[config.mk]
export PLATFORM = sky130hd
export DESIGN_NAME = armleocpu_ptw
export DESIGN_NICKNAME = d
export VERILOG_FILES = /design/src/rtl/armleocpu_ptw_pkg.sv /design/src/rtl/armleocpu_ptw_pte_decode.sv /design/src/rtl/armleocpu_ptw.sv
export SDC_FILE = /design/constraint.sdc
export NUM_CORES = 1
export LEC_CHECK = 0
export BUFFER_PORTS_ARGS = -buffer_cell sky130_fd_sc_hd__buf_4
export CAP_MARGIN = 10
export CELL_PAD_IN_SITES_DETAIL_PLACEMENT = 1
export CELL_PAD_IN_SITES_GLOBAL_PLACEMENT = 2
export CORE_MARGIN = 2
export CORE_UTILIZATION = 25
export CTS_CLUSTER_DIAMETER = 60
export DETAILED_ROUTE_END_ITERATION = 8
export PLACE_DENSITY = 0.81
export SYNTH_ARGS = -nofsm -noshare
export SYNTH_HDL_FRONTEND = slang
export SYNTH_HIERARCHICAL = 1
export SYNTH_SLANG_ARGS = --single-unit
[constraint.sdc]
create_clock -name clk -period 2.3 [get_ports clk]
set_clock_uncertainty 0.1 [all_clocks]
set_input_delay 0.345 -clock clk [delete_from_list [all_inputs] [get_ports clk]]
set_output_delay 0.345 -clock clk [all_outputs]
set_load 0.01 [all_outputs]
[src/rtl/armleocpu_ptw_pkg.sv]
// Shared definitions for the Sv32 page-table walker: PTE bit positions,
// memory response codes and the PTE decode result type.
package armleocpu_ptw_pkg;

  localparam int unsigned PTE_V = 0;
  localparam int unsigned PTE_R = 1;
  localparam int unsigned PTE_W = 2;
  localparam int unsigned PTE_X = 3;
  localparam int unsigned PTE_U = 4;
  localparam int unsigned PTE_G = 5;
  localparam int unsigned PTE_A = 6;
  localparam int unsigned PTE_D = 7;

  localparam logic [1:0] RESP_OKAY = 2'b00;

  typedef enum logic [1:0] {
    FAULT_NONE,
    FAULT_PAGE,
    FAULT_ACCESS
  } fault_e;

  typedef struct packed {
    fault_e      fault;
    logic        leaf;
    logic [21:0] next_ppn;
  } pte_result_t;

endpackage

[src/rtl/armleocpu_ptw_pte_decode.sv]
// Combinational classification of one PTE read: fault kind, leaf flag and
// the PPN to use next (table pointer for non-leaf, final PPN for leaf).
module armleocpu_ptw_pte_decode
  import armleocpu_ptw_pkg::*;
(
  input  logic [31:0]  pte,
  input  logic [1:0]   response,
  input  logic         level,
  input  logic [9:0]   vpn0,
  output pte_result_t  result
);

  logic is_leaf;

  always_comb begin
    is_leaf         = pte[PTE_R] | pte[PTE_X];
    result.fault    = FAULT_NONE;
    result.leaf     = is_leaf;
    result.next_ppn = pte[31:10];
    if (response != RESP_OKAY) begin
      result.fault = FAULT_ACCESS;
    end else if (!pte[PTE_V] || (!pte[PTE_R] && pte[PTE_W])) begin
      result.fault = FAULT_PAGE;
    end else if (is_leaf) begin
      // Megapage: low PPN bits must be zero; vpn0 fills them in.
      if (level) begin
        if (pte[19:10] != '0) result.fault = FAULT_PAGE;
        else                  result.next_ppn = {pte[31:20], vpn0};
      end
    end else if (!level) begin
      result.fault = FAULT_PAGE;
    end
  end

endmodule

[src/rtl/armleocpu_ptw.sv]
// Sv32 page-table walker: up to two sequential PTE reads translating a VPN
// into a PPN plus leaf metadata, with structural fault detection.
module armleocpu_ptw
  import armleocpu_ptw_pkg::*;
#(
  parameter int unsigned PHYS_W = 34
) (
  input  logic              clk,
  input  logic              rst_n,
  input  logic              resolve_request,
  output logic              resolve_ack,
  input  logic [19:0]       resolve_virtual_address,
  input  logic [21:0]       satp_ppn,
  output logic              resolve_done,
  output logic              resolve_pagefault,
  output logic              resolve_accessfault,
  output logic [21:0]       resolve_physical_address,
  output logic [7:0]        resolve_metadata,
  output logic              m_transaction,
  output logic [PHYS_W-1:0] m_address,
  input  logic              m_transaction_done,
  input  logic [1:0]        m_transaction_response,
  input  logic [31:0]       m_rdata
);

  typedef enum logic [1:0] {
    STATE_IDLE,
    STATE_REQ,
    STATE_DONE
  } state_e;

  state_e      state, state_nxt;
  logic [19:0] vpn;
  logic [21:0] table_ppn;
  logic        level;
  logic [9:0]  vpn_level;
  logic        transfer;
  logic        walk_end;
  pte_result_t pte_res;

  armleocpu_ptw_pte_decode u_pte_decode (
    .pte      (m_rdata),
    .response (m_transaction_response),
    .level    (level),
    .vpn0     (vpn[9:0]),
    .result   (pte_res)
  );

  assign vpn_level = level ? vpn[19:10] : vpn[9:0];
  assign transfer  = resolve_request && resolve_ack;
  // Only a clean non-leaf at level 1 continues the walk.
  assign walk_end  = m_transaction_done &&
                     !((pte_res.fault == FAULT_NONE) && !pte_res.leaf && level);

  always_ff @(posedge clk or negedge rst_n) begin
    if (!rst_n) state <= STATE_IDLE;
    else        state <= state_nxt;
  end

  always_comb begin
    state_nxt = state;
    case (state)
      STATE_IDLE: if (transfer) state_nxt = STATE_REQ;
      STATE_REQ:  if (walk_end) state_nxt = STATE_DONE;
      STATE_DONE: state_nxt = STATE_IDLE;
      default:    state_nxt = STATE_IDLE;
    endcase
  end

  always_comb begin
    resolve_ack   = 1'b0;
    resolve_done  = 1'b0;
    m_transaction = 1'b0;
    m_address     = '0;
    case (state)
      STATE_IDLE: resolve_ack = 1'b1;
      STATE_REQ: begin
        m_transaction = 1'b1;
        m_address     = {table_ppn, vpn_level, 2'b00};
      end
      STATE_DONE: resolve_done = 1'b1;
      default: ;
    endcase
  end

  always_ff @(posedge clk or negedge rst_n) begin
    if (!rst_n) begin
      vpn                      <= '0;
      table_ppn                <= '0;
      level                    <= 1'b0;
      resolve_pagefault        <= 1'b0;
      resolve_accessfault      <= 1'b0;
      resolve_physical_address <= '0;
      resolve_metadata         <= '0;
    end else if (transfer) begin
      vpn                 <= resolve_virtual_address;
      table_ppn           <= satp_ppn;
      level               <= 1'b1;
      resolve_pagefault   <= 1'b0;
      resolve_accessfault <= 1'b0;
    end else if ((state == STATE_REQ) && m_transaction_done) begin
      resolve_metadata    <= m_rdata[7:0];
      resolve_pagefault   <= (pte_res.fault == FAULT_PAGE);
      resolve_accessfault <= (pte_res.fault == FAULT_ACCESS);
      if (walk_end) begin
        resolve_physical_address <= pte_res.next_ppn;
      end else begin
        table_ppn <= pte_res.next_ppn;
        level     <= 1'b0;
      end
    end
  end

endmodule

==> Implementation_results.wiki, run 1 <==
{| class="wikitable"
! Metric !! Value
|-
| Cell type contributing the most total cell area after synthesis || sky130_fd_sc_hd__dfrtp_1
|-
| Pin count of the biggest net entering global routing || 46
|-
| Post-route cell area || 0.00554 sq mm
|-
| Result of the run || completed
|-
| Buffer type at the clock tree root || sky130_fd_sc_hd__clkbuf_16
|-
| Beginning of the worst register-to-register path || level
|-
| Net count of the finished layout || 633
|-
| Violation count after the first detailed-route iteration || approximately 110
|-
| Leak pwr || roughly 2.8 nW
|-
| Required time at the endpoint of the critical path || 2.42 ns
|-
| Detailed placement HPWL || around 9400 microns
|-
| Transition time at the pin with the least slew margin || 0.619 ns
|-
| Data arrival time of the critical path || 2.32 ns
|-
| TritonCTS sink count || 77
|-
| Highest ir drop seen on vdd || 0.609 mV
|-
| Overflow left after global routing || 0
|-
| Die width || 127 microns
|-
| Cell depth of the worst min-delay path || 3
|-
| Part of the Yosys area used for sequential elements || 50.6%
|-
| Primary FF master, synth || sky130_fd_sc_hd__dfrtp_1
|-
| Area after detailed placement || roughly 0.0051 sq mm
|-
| Post-Synthesis Cells || 399
|-
| Number of enable flip-flop cells after synthesis || 0
|-
| Worst hold path type || input pin to flop
|-
| Capture instance of the worst register-to-register path || resolve_physical_address[2]
|-
| Number of distinct library cell variants in the gate-level netlist after synthesis || 39
|-
| Maximum Capacitance Violations || 0
|-
| Max FO, Critical Path || 11
|-
| Drc violations || 0
|-
| Num ports || 149
|-
| Power per standard cell area || approximately 1100 mW/mm^2
|-
| Clock buffer count from CTS || 9
|-
| Summed instance area of the synthesized netlist || 0.00381 sq mm
|-
| Average detailed-routed wire length per instance || 17.3 microns
|-
| Critical path capture point type || flop
|-
| Initial Util || 25.3%
|-
| Crit path capture || resolve_physical_address[2]
|-
| Detailed Routing Iterations Pass 1 || 4
|-
| Total die area || 0.0162 sq mm
|-
| Bufs on Longest Clock Path || 2
|-
| Mean instance size in the synthesized netlist || 9.55 sq um
|-
| Final-report max-slew violation count || 0
|-
| Placed cell count || 723
|-
| Routability-driven placement congestion ratio || 0.761
|-
| Most instantiated library cell after synthesis || sky130_fd_sc_hd__nand2_1
|-
| Insertion delay of the later-clocked pin in the worst-skew pair || 0.33 ns
|-
| Setup violations, final || 0
|-
| Detailed Route WL || 12,900 microns
|-
| Area added between synthesis and finish || 45.4%
|-
| Worst rel slew slack || 58.7%
|-
| First-pass GRT wire length || a little over 20,000 microns
|-
| Clock-pin slew reported for the worst setup and hold paths after clock tree synthesis || ~0.06 ns
|-
| Slack of the worst reg-to-reg path || 0.13 ns
|-
| Die height || around 130 microns
|-
| Top area cells in the synthesized netlist || sky130_fd_sc_hd__dfrtp_1, sky130_fd_sc_hd__nand2_1, sky130_fd_sc_hd__mux2_2, sky130_fd_sc_hd__buf_4, sky130_fd_sc_hd__and2_1
|-
| Core Box Area || 0.0150 sq mm
|-
| Initial antenna violation count || 0
|-
| Vias in the first global route || 3,755
|-
| Cell with the largest stage delay on the worst path || sky130_fd_sc_hd__nor4b_4
|-
| Final Hold Viols || 0
|-
| Post-detailed-route via-to-cell ratio || 4.57
|-
| FP Rows || 45
|-
| Sort of element at the start of the critical path || input pin
|-
| Critical path type || input pin to flop
|-
| Peak Freq || roughly 0.45 GHz
|-
| Most used cell along the critical path || sky130_fd_sc_hd__buf_4
|-
| Fraction of registers with async set or reset after synthesis || 100%
|-
| Routed via count || between 3,000 and 4,000
|-
| Total global routing track utilization || around 16%
|-
| Cell breakdown of the critical path || buf_4, nor4_2, buf_4, a31oi_1, o21ba_2, buf_4, nor4b_4, buf_4, nor2_4, buf_12, mux2_2
|-
| DRT antenna net count || 0
|-
| Launching instance or port of the critical path || m_rdata[10]
|-
| Maximum level of the CTS H-tree || 3
|-
| Flop and latch count out of synthesis || 77
|-
| Worst r2r path cells || 9
|-
| Worst stage delay on the critical path || 0.34 ns
|-
| Area share of the largest cell type after synthesis || 50.6%
|-
| Final min period || 2.20 ns
|-
| Total of warnings raised by yosys || 6
|-
| Commonest cells in the netlist || sky130_fd_sc_hd__nand2_1, sky130_fd_sc_hd__dfrtp_1, sky130_fd_sc_hd__nand3_1
|-
| Fill cell count || 1,718
|-
| Final critical-path share of the clock period || 95.9%
|-
| Antenna diode count || 0
|-
| Share of final-layout standard cells stronger than drive strength 1 || 41.4%
|-
| Final standard cell count with taps included and fillers excluded || 746
|-
| Total of buffers placed on input and output ports || 144
|-
| TritonCTS clock tree || done
|}
-- cell type report --
| class | instances | area, sq um | share of cell area [%] |
|---|---|---|---|
| tap | 188 | 235 | 4.25 |
| timing repair buffer | 182 | 1420 | 25.6 |
| multi-input combinational | 281 | 1660 | 29.9 |
| clock buffer | 11 | 243 | 4.38 |
| inverter | 2 | 7.51 | 0.136 |
| sequential | 77 | 1930 | 34.8 |
| clock inverter | 5 | 50.0 | 0.904 |
-- repair_timing --
item                                   4_1_cts  5_1_grt
endpoints found under the hold margin       43        0
pin swaps                                    0        3
setup endpoints to repair                   22       44
gates resized for setup                      1        2
hold buffers                                 1        0
buffers inserted                             0        5
cloned                                       1        0
-- layout by cell type (no fill, tap or decap), types with 4 or more instances in the layout --
| master | count |
|---|---|
| sky130_fd_sc_hd__clkinv_2 | 4 |
| sky130_fd_sc_hd__clkbuf_16 | 9 |
| sky130_fd_sc_hd__nand2_1 | 121 |
| sky130_fd_sc_hd__o21ai_0 | 6 |
| sky130_fd_sc_hd__a31o_1 | 10 |
| sky130_fd_sc_hd__mux2_2 | 22 |
| sky130_fd_sc_hd__dfrtp_1 | 77 |
| sky130_fd_sc_hd__nand3_1 | 23 |
| sky130_fd_sc_hd__o211ai_1 | 18 |
| sky130_fd_sc_hd__buf_4 | 177 |
| sky130_fd_sc_hd__mux2i_1 | 10 |
| sky130_fd_sc_hd__a31oi_1 | 5 |
| sky130_fd_sc_hd__buf_12 | 4 |
| sky130_fd_sc_hd__and2_1 | 22 |
| sky130_fd_sc_hd__nor2_1 | 17 |
-- worst min-delay path by stage --
| stage | start | to | slack [ns] |
|---|---|---|---|
| after global routing | resolve_virtual_address[8] | vpn[8] | 0.1 |
| after global placement | rst_n | vpn[13] | 0.30 |
| after detailed placement | rst_n | vpn[12] | 0.31 |
| after CTS | m_rdata[4] | resolve_metadata[4] | 0.08 |
| final | m_rdata[4] | resolve_metadata[4] | 0.1 |
| after floorplan | rst_n | level | -0.05 |
-- routing by layer --
metal	part of all wire, %	track usage (%)
met4	0.79	3.10
met1	44	20.4
met3	6.6	5.61
met2	49	27.1
met5	0	0
-- per-stage QoR --
stage | TNS (ns) | util (%) | total power, mW | hold WS [ns] | worst slack, ns
6_report | 0 | 36.8 | 6.29 | 0.0966 | 0.0950
3_5_place_dp | -9.75 | 34.3 | 4.90 | 0.307 | -0.255
3_3_place_gp | -9.69 | 34.3 | 4.77 | 0.299 | -0.234
4_1_cts | -0.0132 | 36.3 | 6.37 | 0.0828 | -0.0103
2_1_floorplan | 0 | - | 3.57 | -0.0506 | 0.0547
5_1_grt | -0.941 | 36.8 | 6.75 | 0.0974 | -0.0483
-- kinds of logic (layout without fill, tap and decap cells) --
kind of cell           after synthesis  after routing  synth area share (%)
other                                1              2                0.0984
buffers and inverters               43            200                  6.76
flip-flops                          77             77                  50.6
AO/OA/AOI/OAI                       44             44                  8.64
multiplexers                        32             32                  9.13
AND/OR/NAND/NOR                    202            203                  24.8
-- flip-flops by register name, summed over array words and instances (netlist names) --
register	flops
level	1
resolve_pagefault	1
vpn	20
state	2
table_ppn	22
resolve_physical_address	22
resolve_accessfault	1
resolve_metadata	8
-- critical path, delay by kind of cell --
kind | cells | cell delay (ns)
buffers and inverters | 5 | 0.77
and+or+nand+nor | 3 | 0.63
AOI/OAI and AO/OA | 2 | 0.31
muxes | 1 | 0.27
-- where the power goes --
part | leakage, nW | switching, mW | internal (mW)
clock | 0.149 | 0.557 | 0.863
combinational | 1.70 | 1.21 | 1.28
sequential | 0.932 | 0.392 | 1.99
total | 2.78 | 2.16 | 4.13
(Power assumes the default switching activity.)
==> run 2, diff against run 1 <==
--- a/config.mk
+++ b/config.mk
@@ -5,15 +5,15 @@
 export SDC_FILE = /design/constraint.sdc
 export NUM_CORES = 1
 export LEC_CHECK = 0
+export ABC_AREA = 1
 export BUFFER_PORTS_ARGS = -buffer_cell sky130_fd_sc_hd__buf_4
-export CAP_MARGIN = 10
 export CELL_PAD_IN_SITES_DETAIL_PLACEMENT = 1
 export CELL_PAD_IN_SITES_GLOBAL_PLACEMENT = 2
 export CORE_MARGIN = 2
 export CORE_UTILIZATION = 25
 export CTS_CLUSTER_DIAMETER = 60
 export DETAILED_ROUTE_END_ITERATION = 8
-export PLACE_DENSITY = 0.81
+export PLACE_DENSITY = 0.85
 export SYNTH_ARGS = -nofsm -noshare
 export SYNTH_HDL_FRONTEND = slang
 export SYNTH_HIERARCHICAL = 1
==> Implementation_results.wiki, run 2 <==
{| class="wikitable"
! Metric !! Value
|-
| Clock-pin slew reported for the worst setup and hold paths after clock tree synthesis || 0.06 ns (about the same)
|-
| Worst rel slew slack || 56.1% (was 58.7%)
|-
| Setup violations, final || 0 (unchanged)
|-
| Final Hold Viols || 0 (unchanged)
|-
| Bufs on Longest Clock Path || 2 (unchanged)
|-
| Pin count of the biggest net entering global routing || 48 (was 46)
|-
| Flop and latch count out of synthesis || 77 (unchanged)
|-
| Result of the run || completed (unchanged)
|-
| Worst hold path type || input pin to flop (unchanged)
|-
| Family of cells with the greatest summed delay on the critical path || buffers and inverters (unchanged)
|-
| Leak pwr || 3.08 nW (was 2.78 nW)
|-
| Core Box Area || 0.0159 sq mm (was 0.0150 sq mm)
|-
| Critical path capture point type || primary output (was flop)
|-
| Die width || 132 microns (was 127 microns)
|-
| Setup repair after global routing missed its margin || false
|-
| Total of warnings raised by yosys || 6 (unchanged)
|-
| FP Rows || 46 (was 45)
|-
| Average detailed-routed wire length per instance || 14.7 microns (was 17.3 microns)
|-
| Detailed Routing Iterations Pass 1 || 4 (unchanged)
|-
| Num ports || 149 (unchanged)
|-
| Insertion delay of the later-clocked pin in the worst-skew pair || 0.33 ns (about the same)
|-
| Area share of the largest cell type after synthesis || 47.3% (was 50.6%)
|-
| Routability-driven placement congestion ratio || 0.746 (was 0.761)
|-
| Final standard cell count with taps included and fillers excluded || 895 (was 746)
|-
| Share of final-layout standard cells stronger than drive strength 1 || 28.7% (was 41.4%)
|-
| Final Core Density || 34.8% (was 36.8%)
|-
| DRT antenna net count || 0 (unchanged)
|-
| Maximum Capacitance Violations || 0 (unchanged)
|-
| Fill cell count || 1,999 (was 1,718)
|-
| Buf/Inv on CP || 4 (was 5)
|-
| Primary FF master, synth || sky130_fd_sc_hd__dfrtp_1 (unchanged)
|-
| Most frequent cells in the layout || sky130_fd_sc_hd__nand2_1, sky130_fd_sc_hd__buf_4, sky130_fd_sc_hd__dfrtp_1 (was sky130_fd_sc_hd__buf_4, sky130_fd_sc_hd__nand2_1, sky130_fd_sc_hd__dfrtp_1)
|-
| TritonCTS sink count || 77 (unchanged)
|-
| Number of distinct library cell variants in the gate-level netlist after synthesis || 24 (was 39)
|-
| Transition time at the pin with the least slew margin || 0.658 ns (was 0.619 ns)
|-
| Worst Hold Margin || 0.114 ns (was 0.0966 ns)
|-
| Data arrival time of the critical path || 1.63 ns (was 2.32 ns)
|-
| Critical path type || flop to primary output (was input pin to flop)
|-
| Beginning of the worst register-to-register path || level (unchanged)
|-
| Final min period || 2.07 ns (was 2.20 ns)
|-
| Buffer type at the clock tree root || sky130_fd_sc_hd__clkbuf_16 (unchanged)
|-
| Net count of the finished layout || 754 (was 633)
|-
| Top flop regs || resolve_physical_address (22), table_ppn (22), vpn (20) (unchanged)
|-
| Mean instance size in the synthesized netlist || 7.40 sq um (was 9.55 sq um)
|-
| Total Power Consumption || 6.44 mW (was 6.29 mW)
|-
| Part of the Yosys area used for sequential elements || 47.3% (was 50.6%)
|-
| Post-route cell area || 0.00553 sq mm (was 0.00554 sq mm)
|-
| Routed via count || 3,811 (was 3,410)
|-
| First-pass GRT wire length || 21,400 microns (was 20,300 microns)
|-
| Initial Util || 25.7% (was 25.3%)
|-
| Antenna diode count || 0 (unchanged)
|-
| Violation count after the first detailed-route iteration || 174 (was 105)
|-
| Summed instance area of the synthesized netlist || 0.00408 sq mm (was 0.00381 sq mm)
|-
| Required time at the endpoint of the critical path || 1.86 ns (was 2.42 ns)
|-
| Cell type contributing the most total cell area after synthesis || sky130_fd_sc_hd__dfrtp_1 (unchanged)
|-
| Post-detailed-route via-to-cell ratio || 4.26 (was 4.57)
|-
| Overflow left after global routing || 0 (unchanged)
|-
| Maximum level of the CTS H-tree || 3 (unchanged)
|-
| Source of the worst hold timing path || m_rdata[24] (was m_rdata[4])
|-
| Placed cell count || 878 (was 723)
|-
| Max FO, Critical Path || 33 (was 11)
|-
| Top area cells in the synthesized netlist || sky130_fd_sc_hd__dfrtp_1, sky130_fd_sc_hd__nand2_1, sky130_fd_sc_hd__nand3_1, sky130_fd_sc_hd__inv_1, sky130_fd_sc_hd__buf_4 (was sky130_fd_sc_hd__dfrtp_1, sky130_fd_sc_hd__nand2_1, sky130_fd_sc_hd__mux2_2, sky130_fd_sc_hd__buf_4, sky130_fd_sc_hd__and2_1)
|-
| Total of buffers placed on input and output ports || 144 (unchanged)
|-
| Cell breakdown of the critical path || inv_2, nor2_4, inv_1, buf_4, a21oi_1, buf_4 (was buf_4, nor4_2, buf_4, a31oi_1, o21ba_2, buf_4, nor4b_4, buf_4, nor2_4, buf_12, mux2_2)
|-
| Fraction of registers with async set or reset after synthesis || 100% (unchanged)
|-
| Detailed Route WL || 13,200 microns (was 12,900 microns)
|-
| Final critical-path share of the clock period || 90.1% (was 95.9%)
|-
| Area added between synthesis and finish || 35.7% (was 45.4%)
|-
| Total die area || 0.0173 sq mm (was 0.0162 sq mm)
|-
| Total global routing track utilization || 15.6% (was 16.2%)
|-
| Worst stage delay on the critical path || 0.42 ns (was 0.34 ns)
|-
| Sort of element at the start of the critical path || flop (was input pin)
|-
| Area after detailed placement || 0.00525 sq mm (was 0.00515 sq mm)
|-
| Cell with the largest stage delay on the worst path || sky130_fd_sc_hd__dfrtp_1 (was sky130_fd_sc_hd__nor4b_4)
|-
| Initial antenna violation count || 0 (unchanged)
|-
| Most instantiated library cell after synthesis || sky130_fd_sc_hd__nand2_1 (unchanged)
|-
| Post-Synthesis Cells || 551 (was 399)
|-
| Clock buffer count from CTS || 9 (unchanged)
|-
| Most used cell along the critical path || sky130_fd_sc_hd__buf_4 (unchanged)
|-
| Post-Place Setup Slack || 0.172 ns (was -0.255 ns)
|-
| Drc violations || 0 (unchanged)
|-
| Peak Freq || 0.483 GHz (was 0.454 GHz)
|-
| Detailed placement HPWL || 9700 microns (was 9360 microns)
|-
| Crit path setup slack, layout || 0.229 ns (was 0.0950 ns)
|-
| Die height || 132 microns (was 127 microns)
|-
| Number of enable flip-flop cells after synthesis || 0 (unchanged)
|-
| Post_cts resized || 0 (was 1)
|-
| Highest ir drop seen on vdd || 0.356 mV (was 0.609 mV)
|-
| Sum Neg Setup Slack || 0 ns (unchanged)
|-
| TritonCTS clock tree || done (unchanged)
|-
| Commonest cells in the netlist || sky130_fd_sc_hd__nand2_1, sky130_fd_sc_hd__dfrtp_1, sky130_fd_sc_hd__nand3_1 (unchanged)
|-
| Vias in the first global route || 4,073 (was 3,755)
|-
| Most common cell after layout, fill and taps aside || sky130_fd_sc_hd__nand2_1 (was sky130_fd_sc_hd__buf_4)
|-
| Final-report max-slew violation count || 0 (unchanged)
|-
| Power per standard cell area || 1160 mW/mm^2 (was 1140 mW/mm^2)
|-
| Launching instance or port of the critical path || state[0] (was m_rdata[10])
|}
## run 2: changes by cell type after synthesis, moves of 11 or more
| cell | previous run | this run |
|---|---|---|
| sky130_fd_sc_hd__inv_1 | 2 | 39 |
| sky130_fd_sc_hd__o211ai_1 | 18 | 0 |
| sky130_fd_sc_hd__and2_1 | 22 | 0 |
| sky130_fd_sc_hd__mux2_2 | 22 | 0 |
| sky130_fd_sc_hd__a21oi_1 | 1 | 12 |
| sky130_fd_sc_hd__nand2_1 | 121 | 247 |
| sky130_fd_sc_hd__nor2_1 | 17 | 32 |
| sky130_fd_sc_hd__nand3_1 | 23 | 66 |
## run 2: routing by layer
| metal | share of wire (%) | vias up | global-route usage [%] |
|---|---|---|---|
| met4 | 1.8 | 0 | 5.68 |
| met5 | 0 | - | 0 |
| met2 | 47 | 100 | 25.6 |
| met1 | 46 | 1770 | 19.9 |
| met3 | 5.4 | 14 | 3.94 |
| li1 | - | 1927 | - |
## run 2: worst min-delay path, cell delays in order
cell,delay (ns)
sky130_fd_sc_hd__buf_4,0.09
sky130_fd_sc_hd__nand2_1,0.04
sky130_fd_sc_hd__nand2_1,0.04
## run 2: final timing paths
kind | slack (ns) | depth (start not counted) | endpoint
setup / recovery | 0.23 | 6 | m_address[11]
hold / removal | 0.11 | 3 | resolve_physical_address[14]
setup reg to reg | 0.42 | 10 | table_ppn[15]
min in group asynchronous | 0.51 | 2 | resolve_physical_address[19]
max in group asynchronous | 0.98 | 3 | vpn[8]
hold reg to reg | 0.37 | 2 | vpn[18]
## run 2: cell families after synthesis
group           count (synthesis)  share of synthesized area [%]
other cells                     1                         0.0920
buf+inv                        88                           10.9
simple gates                  359                           36.9
flops                          77                           47.3
compound gates                 26                           4.85
## run 2: layout make-up
cell class / count / area [sq um] / area share (%)
clock buffer: 15 / 268 / 4.84
clock inverter: 1 / 5.00 / 0.0905
inverter: 43 / 164 / 2.96
multi-input combinational: 387 / 1710 / 30.9
sequential: 77 / 1930 / 34.8
tap: 216 / 270 / 4.89
timing repair buffer: 156 / 1190 / 21.4
## run 2: what timing repair did
item,in CTS,in global routing
hold buffers,1,0
hold endpoints to repair,46,0
setup buffers,0,0
## run 2: report_power, final
part | leakage (nW) | total, mW | internal [mW] | switching (mW)
Combinational | 1.99 | 2.75 | 1.15 | 1.60
Clock | 0.134 | 1.32 | 0.790 | 0.534
Sequential | 0.957 | 2.37 | 1.98 | 0.389
